File: src/rtl/cg_wb_pkg.sv
// cg_wb_pkg: shared target-vector encodings, controller states and chunk-count helper
package cg_wb_pkg;
    localparam logic [1:0] SEL_P       = 2'd0;
    localparam logic [1:0] SEL_R       = 2'd1;
    localparam logic [1:0] SEL_X       = 2'd2;
    localparam logic [1:0] SEL_ILLEGAL = 2'd3;

    typedef enum logic [1:0] {IDLE, RUN, DONE} state_t;

    function automatic int calc_chunks(input int clusters, input int eqs, input int units);
        return (clusters * eqs + units - 1) / units;
    endfunction
endpackage

File: src/rtl/cg_result_writeback_if.sv
// cg_result_writeback_if: result-chunk input stream plus P/R/X memory write port
interface cg_result_writeback_if #(
    parameter int DW = 512,
    parameter int AW = 20
);
    logic          in_valid;
    logic [1:0]    in_sel;
    logic [DW-1:0] in_data;
    logic          in_ready;
    logic          mem_ready;
    logic          mem_we_P;
    logic          mem_we_R;
    logic          mem_we_X;
    logic [AW-1:0] mem_write_address;
    logic [DW-1:0] mem_write_data;

    modport master (
        output in_valid, in_sel, in_data, mem_ready,
        input  in_ready, mem_we_P, mem_we_R, mem_we_X, mem_write_address, mem_write_data
    );
    modport slave (
        input  in_valid, in_sel, in_data, mem_ready,
        output in_ready, mem_we_P, mem_we_R, mem_we_X, mem_write_address, mem_write_data
    );
endinterface

File: src/rtl/wb_fifo.sv
// wb_fifo: synchronous FIFO with flush; head word is presented combinationally on rdata
module wb_fifo #(
    parameter int WIDTH = 2,
    parameter int DEPTH = 4
) (
    input  logic             clk,
    input  logic             reset,
    input  logic             flush,
    input  logic             push,
    input  logic             pop,
    input  logic [WIDTH-1:0] wdata,
    output logic [WIDTH-1:0] rdata,
    output logic             full,
    output logic             empty
);
    localparam int PW = $clog2(DEPTH);

    logic [WIDTH-1:0] mem_q [DEPTH];
    logic [PW-1:0]    wptr_q, rptr_q;
    logic [PW:0]      cnt_q;
    logic             do_push, do_pop;

    assign full    = cnt_q == (PW+1)'(DEPTH);
    assign empty   = cnt_q == '0;
    assign rdata   = mem_q[rptr_q];
    assign do_push = push & ~full;
    assign do_pop  = pop & ~empty;

    always_ff @(posedge clk) begin
        if (reset || flush) begin
            wptr_q <= '0;
            rptr_q <= '0;
            cnt_q  <= '0;
        end else begin
            if (do_push) begin
                mem_q[wptr_q] <= wdata;
                wptr_q        <= wptr_q + 1'b1;
            end
            if (do_pop)
                rptr_q <= rptr_q + 1'b1;
            cnt_q <= cnt_q + (PW+1)'(do_push) - (PW+1)'(do_pop);
        end
    end
endmodule

File: src/rtl/cg_result_writeback.sv
// cg_result_writeback: buffers ALU result chunks and writes them sequentially into the P/R/X memories
module cg_result_writeback
    import cg_wb_pkg::*;
#(
    parameter int number_of_clusters              = 40,
    parameter int number_of_equations_per_cluster = 19,
    parameter int element_width                   = 64,
    parameter int no_of_units                     = 8,
    parameter int memories_address_width          = 20,
    parameter int fifo_depth                      = 4
) (
    input  logic                  clk,
    input  logic                  reset,
    input  logic                  iteration_start,
    cg_result_writeback_if.slave  bus,
    output logic                  vector_done_P,
    output logic                  vector_done_R,
    output logic                  vector_done_X,
    output logic                  iteration_done,
    output logic                  err_illegal_sel,
    output logic                  err_overrun
);
    localparam int DW = no_of_units * element_width;
    localparam int AW = memories_address_width;
    localparam logic [AW-1:0] LAST =
        AW'(calc_chunks(number_of_clusters, number_of_equations_per_cluster, no_of_units) - 1);

    state_t              state_q, state_d;
    logic [2:0][AW-1:0]  cnt_q, cnt_d;
    logic [2:0]          done_q, done_d, vdone_q, vdone_d, we;
    logic                slot_v_q, slot_v_d;
    logic [1:0]          slot_sel_q, slot_sel_d, head_sel;
    logic [DW-1:0]       slot_data_q, slot_data_d;
    logic                ill_q, ill_d, ovr_q, ovr_d;
    logic                accept, push, pop, retire, last, full, empty;
    logic [DW+1:0]       head;

    assign bus.in_ready = (state_q == RUN) & ~full & ~iteration_start;
    assign accept       = bus.in_valid & bus.in_ready;
    assign push         = accept & (bus.in_sel != SEL_ILLEGAL);
    assign retire       = slot_v_q & bus.mem_ready & ~iteration_start;
    assign pop          = ~empty & (~slot_v_q | retire) & ~iteration_start;
    assign head_sel     = head[DW+1:DW];
    assign last         = cnt_q[slot_sel_q] == LAST;

    wb_fifo #(.WIDTH(DW + 2), .DEPTH(fifo_depth)) u_fifo (
        .clk   (clk),
        .reset (reset),
        .flush (iteration_start),
        .push  (push),
        .pop   (pop),
        .wdata ({bus.in_sel, bus.in_data}),
        .rdata (head),
        .full  (full),
        .empty (empty)
    );

    always_comb begin
        state_d     = state_q;
        cnt_d       = cnt_q;
        done_d      = done_q;
        vdone_d     = '0;
        slot_v_d    = slot_v_q;
        slot_sel_d  = slot_sel_q;
        slot_data_d = slot_data_q;
        ill_d       = ill_q | (accept & (bus.in_sel == SEL_ILLEGAL));
        ovr_d       = ovr_q;
        if (retire) begin
            cnt_d[slot_sel_q]   = last ? '0 : cnt_q[slot_sel_q] + 1'b1;
            done_d[slot_sel_q]  = done_q[slot_sel_q] | last;
            vdone_d[slot_sel_q] = last;
            slot_v_d            = 1'b0;
        end
        // done_d, not done_q: a chunk loaded alongside its vector's final write is already an overrun
        if (pop) begin
            slot_v_d    = ~done_d[head_sel];
            slot_sel_d  = head_sel;
            slot_data_d = head[DW-1:0];
            ovr_d       = ovr_q | done_d[head_sel];
        end
        if (state_q == RUN && &done_d)
            state_d = DONE;
        else if (state_q == DONE)
            state_d = IDLE;
        if (iteration_start) begin
            state_d  = RUN;
            cnt_d    = '0;
            done_d   = '0;
            vdone_d  = '0;
            slot_v_d = 1'b0;
        end
    end

    always_ff @(posedge clk) begin
        if (reset) begin
            state_q     <= IDLE;
            cnt_q       <= '0;
            done_q      <= '0;
            vdone_q     <= '0;
            slot_v_q    <= 1'b0;
            slot_sel_q  <= SEL_P;
            slot_data_q <= '0;
            ill_q       <= 1'b0;
            ovr_q       <= 1'b0;
        end else begin
            state_q     <= state_d;
            cnt_q       <= cnt_d;
            done_q      <= done_d;
            vdone_q     <= vdone_d;
            slot_v_q    <= slot_v_d;
            slot_sel_q  <= slot_sel_d;
            slot_data_q <= slot_data_d;
            ill_q       <= ill_d;
            ovr_q       <= ovr_d;
        end
    end

    assign we                    = {3{slot_v_q & ~iteration_start}} & (3'b001 << slot_sel_q);
    assign bus.mem_we_P          = we[0];
    assign bus.mem_we_R          = we[1];
    assign bus.mem_we_X          = we[2];
    assign bus.mem_write_address = slot_v_q ? cnt_q[slot_sel_q] : '0;
    assign bus.mem_write_data    = slot_data_q;
    assign vector_done_P         = vdone_q[0];
    assign vector_done_R         = vdone_q[1];
    assign vector_done_X         = vdone_q[2];
    assign iteration_done        = state_q == DONE;
    assign err_illegal_sel       = ill_q;
    assign err_overrun           = ovr_q;
endmodule

File: src/flat_wrapper.sv
// flat-port wrapper written by rule: the top's interface ports become plain ports
module cg_result_writeback_flat import cg_wb_pkg::*;
#(
    parameter int number_of_clusters              = 40,
    parameter int number_of_equations_per_cluster = 19,
    parameter int element_width                   = 64,
    parameter int no_of_units                     = 8,
    parameter int memories_address_width          = 20,
    parameter int fifo_depth                      = 4
)
  (clk, reset, iteration_start, vector_done_P, vector_done_R, vector_done_X, iteration_done, err_illegal_sel, err_overrun, bus_in_valid, bus_in_sel, bus_in_data, bus_mem_ready, bus_in_ready, bus_mem_we_P, bus_mem_we_R, bus_mem_we_X, bus_mem_write_address, bus_mem_write_data);
  cg_result_writeback_if #(.DW((512)), .AW((20))) bus_i ();
  input  logic clk;
  input  logic reset;
  input  logic iteration_start;
  output logic vector_done_P;
  output logic vector_done_R;
  output logic vector_done_X;
  output logic iteration_done;
  output logic err_illegal_sel;
  output logic err_overrun;
  input wire logic [$bits(bus_i.in_valid)-1:0] bus_in_valid;
  input wire logic [$bits(bus_i.in_sel)-1:0] bus_in_sel;
  input wire logic [$bits(bus_i.in_data)-1:0] bus_in_data;
  input wire logic [$bits(bus_i.mem_ready)-1:0] bus_mem_ready;
  output wire logic [$bits(bus_i.in_ready)-1:0] bus_in_ready;
  output wire logic [$bits(bus_i.mem_we_P)-1:0] bus_mem_we_P;
  output wire logic [$bits(bus_i.mem_we_R)-1:0] bus_mem_we_R;
  output wire logic [$bits(bus_i.mem_we_X)-1:0] bus_mem_we_X;
  output wire logic [$bits(bus_i.mem_write_address)-1:0] bus_mem_write_address;
  output wire logic [$bits(bus_i.mem_write_data)-1:0] bus_mem_write_data;
  assign bus_i.in_valid = bus_in_valid;
  assign bus_i.in_sel = bus_in_sel;
  assign bus_i.in_data = bus_in_data;
  assign bus_i.mem_ready = bus_mem_ready;
  assign bus_in_ready = bus_i.in_ready;
  assign bus_mem_we_P = bus_i.mem_we_P;
  assign bus_mem_we_R = bus_i.mem_we_R;
  assign bus_mem_we_X = bus_i.mem_we_X;
  assign bus_mem_write_address = bus_i.mem_write_address;
  assign bus_mem_write_data = bus_i.mem_write_data;
  cg_result_writeback #(.number_of_clusters(number_of_clusters), .number_of_equations_per_cluster(number_of_equations_per_cluster), .element_width(element_width), .no_of_units(no_of_units), .memories_address_width(memories_address_width), .fifo_depth(fifo_depth)) u_core (.clk(clk), .reset(reset), .iteration_start(iteration_start), .bus(bus_i), .vector_done_P(vector_done_P), .vector_done_R(vector_done_R), .vector_done_X(vector_done_X), .iteration_done(iteration_done), .err_illegal_sel(err_illegal_sel), .err_overrun(err_overrun));
endmodule
File: config.mk
export PLATFORM = sky130hd
export DESIGN_NAME = cg_result_writeback_flat
export DESIGN_NICKNAME = d
export VERILOG_FILES = /design/src/rtl/cg_wb_pkg.sv /design/src/rtl/cg_result_writeback_if.sv /design/src/rtl/wb_fifo.sv /design/src/rtl/cg_result_writeback.sv /design/src/flat_wrapper.sv
export SDC_FILE = /design/constraint.sdc
export NUM_CORES = 2
export LEC_CHECK = 0
export ABC_CLOCK_PERIOD_IN_PS = 31600
export CORE_UTILIZATION = 40
export CTS_BUF_LIST = sky130_fd_sc_hd__clkbuf_2
export CTS_CLUSTER_SIZE = 14
export DETAILED_ROUTE_END_ITERATION = 10
export SYNTH_ARGS = -nofsm -noshare
export SYNTH_HDL_FRONTEND = slang
export SYNTH_SLANG_ARGS = --single-unit
export TNS_END_PERCENT = 5
File: constraint.sdc
create_clock -name clk -period 31.6 [get_ports clk]
set_clock_uncertainty 0.1 [all_clocks]
set_input_delay 7.9 -clock clk [delete_from_list [all_inputs] [get_ports clk]]
set_output_delay 7.9 -clock clk [all_outputs]
set_load 0.01 [all_outputs]
==> flow_summary.toml <==
[status]
outcome = "finished clean"

[worst_setup_path]
cp.required_ps = 23600
crit_buf_inv = 2
cp_slowest_cell = "clkdlybuf4s50_1"
slowest_delay_ps = 630
cp.arrival_ps = 9940
crit_path_max_fanout = 9
critical_path_class = "in2out"
cp-start-kind = "input pin"
crit_chain = "clkdlybuf4s50_1 -> or2_2 -> a211oi_1 -> clkdlybuf4s50_1"
path_delay_family = "buffers and inverters"
crit_top_cell = "clkdlybuf4s50_1"
cp-end-kind = "primary output"

[global_routing]
antenna_found_initial = 87
grt_max_degree = 156
grt_overflow = 0
grt_pass1_wl_mm = 368.4
grt_pass1_vias = 55644
grtUsageTotal = 0.2064

[route]
vias_per_cell = 5.086
ant_nets = 0
vias = 54328
drc_errors = 0
wl_mm = 253.4
drt_iter0_markers = 3475
wl_per_cell_um = 23.72
drt_pass1_iterations = 6

[power]
switching_share = 0.2349
power_switching_mw = 1.494
comb_power_share = 0.035
seq_power_share = 0.593
internal_power_mw = 4.866
pwr-share-clk = 0.372
irDropWorstVdd_uv = 33.90
leakage_nw = 36.88
power_density_mw_per_mm2 = 54.83

[synth]
ys_seq_area_frac = 0.7713
yosysTopAreaCell = "edfxtp_1"
avgSynthCellArea_um2 = 17.52
synth_ff_type = "edfxtp_1"
syn_area_mm2 = 0.09547
synth_cells = 5448
synth_top_area_frac = 0.6467
synth-warning-count = 0
synth_seq_cells = 2650
synth_edf_count = 2056
synthArstFlopShare = 0
syn_nets = 5976
synth_cell_types = 68
synth.area.top_cells = "edfxtp_1 65%, dfxtp_1 12%, mux4_2 12%"

[floorplanning]
die_h_um = 490.5
core_mm2 = 0.2363
num_io_pins = 1061
rows = 178
die_area_mm2 = 0.2406
start_util = 0.4040
die_x_um = 490.5

[clocking]
cts_root_buf = "clkbuf_2"
clk_path_buf_depth = 4
cts_resized = 0
post_cts_buffers = 0
clk_latency_ps = 1800
cts_htree_levels = 6
cts_hold_buf = 0
cts_sinks = 2650
clk_pin_slew_worst_paths_ps = 90
cts_tree = "built"
cts_made_buffers = 677

[timing]
fin_tns_setup_ps = 0
finalSetupViolations = 0
rsz0062_at_grt = "false"
slew_headroom = 0.1771
finalCriticalPeriod_ps = 17940
timing.fmax_mhz = 55.74
slew_viol_final = 0
fin_crit_sh = 0.5678
tightest_slew_ps = 1234
finalHoldViolCount = 0

[cells_and_area]
layout-drive-gt1-share = 0.2358
fin_area_mm2 = 0.1160
area_growth_pct = 21.50
nets = 7472

[placement]
gp_congestion = 0.7926
placed_area_mm2 = 0.1095
dp_hpwl_mm = 151.8
port_buffers = 1060

[job]
cap_violations = 0

[hold_path]
hp-class = "reg2reg"
## state kept, by name, summed over array words and instances (netlist names), 2 cells and up, named ones only
signal	cells
u_core.done_q	3
u_core.u_fifo.mem_q	2056
u_core.cnt_q	60
u_core.u_fifo.wptr_q	2
u_core.vdone_q	3
u_core.state_q	2
u_core.u_fifo.rptr_q	2
u_core.bus.mem_write_data	512
u_core.slot_sel_q	2
u_core.u_fifo.cnt_q	3
## logic make-up (layout without fill, tap and decap cells)
kind of cell	after synthesis	after routing	synth area share
AOI/OAI and AO/OA	621	621	0.03452
xor gates and xnor gates	14	14	0.001284
adders and majority gates	9	9	0.001258
buffers and inverters	336	2385	0.01374
DFF	2650	2650	0.7713
muxes	536	536	0.1236
other	0	35	0
and+or+nand+nor	1282	1282	0.05435
## cell usage in the layout, fill, tap and decap left out, types with 5 or more instances in the layout
master / instances
edfxtp_1: 2056
nand2_1: 1131
clkbuf_2: 1090
clkdlybuf4s50_1: 1059
dfxtp_1: 591
a21oi_1: 562
mux4_2: 514
clkinv_1: 97
buf_4: 69
diode_2: 35
nand3_1: 31
nor2_1: 28
and2_1: 27
mux2i_1: 22
inv_1: 12
o22ai_1: 12
inv_2: 12
nor3_1: 11
bufinv_16: 11
buf_12: 11
nand4_1: 10
ha_1: 8
o22ai_2: 7
xnor2_1: 7
xor2_1: 7
o21ai_1: 7
clkinvlp_4: 7
inv_6: 6
nor4_1: 5
clkinv_2: 5
## worst reg2reg max path, stage by stage, from the launching register on
cell	delay [ps]
dfxtp_1	330
or2_2	290
a211oi_1	450
nand3_1	360
nor2_1	340
and2_4	840
buf_4	910
buf_4	820
buf_4	740
buf_4	840
## Yosys cell counts (3+ instances only)
cell type	number
xnor2_1	7
buf_1	62
a32o_1	3
nand4_1	10
a31o_2	3
o21ai_0	4
o22ai_2	7
or3_1	3
ha_1	8
inv_1	12
and2_1	31
a22oi_1	3
nor2_1	29
xor2_1	7
and3_1	3
nor4_1	5
mux4_2	514
nand3_1	31
edfxtp_1	2056
buf_6	3
o21ai_1	7
o22ai_1	12
dfxtp_1	594
buf_2	6
clkbuf_1	250
a21oi_1	562
nor3_1	11
a311o_1	3
nand2_1	1131
or4_1	4
mux2i_1	22
## path summary, 6_finish.rpt
kind,start,to,slack [ps],depth (start not counted)
setup / recovery,iteration_start,bus_in_ready,13660,4
hold / removal,u_core.cnt_q[39],u_core.cnt_q[39],350,2
setup reg to reg,u_core.state_q[1],u_core.u_fifo.mem_q[3][415],25100,9
hold reg to reg,u_core.cnt_q[39],u_core.cnt_q[39],350,2
## layer usage
| metal | wire length (um) | track usage |
|---|---|---|
| met1 | 101200 | 0.2561 |
| met2 | 123200 | 0.3326 |
| met3 | 20850 | 0.07005 |
| met4 | 7484 | 0.07963 |
| met5 | 580 | 0 |
## area by class of cell
type                       count  area, um2
sequential                  2650      73640
timing repair buffer        1140      11350
tap                         3150       3941
multi-input combinational   2462      20550
inverter                      13      56.30
clock buffer                1090       5455
fill                       20382     120300
clock inverter               142      909.6
antenna                       35      87.58
## power groups by stage
stage          Clock (mW)  Combinational (mW)  Sequential [mW]
2_1_floorplan           0              0.0633             3.86
3_3_place_gp            0               0.216             3.85
3_5_place_dp            0               0.222             3.85
4_1_cts              2.45               0.223             3.77
5_1_grt              2.62               0.236             3.78
6_report             2.37               0.221             3.77
## metrics by stage
| step | setup WS [ps] | hold slack [ps] | instances | total power, mW | util |
|---|---|---|---|---|---|
| after floorplan | 9746 | 331.3 | 5448 | 3.926 | - |
| after detailed placement | 13680 | 345.1 | 9415 | 4.076 | 0.4636 |
| after global routing | 13590 | 373.2 | 10667 | 6.635 | 0.4907 |
| after global placement | 13730 | 339.7 | 9415 | 4.069 | 0.4636 |
| final | 13660 | 353.7 | 10682 | 6.360 | 0.4909 |
| after CTS | 13670 | 356.4 | 10647 | 6.446 | 0.4905 |
Power figures use the tool's default switching activity.
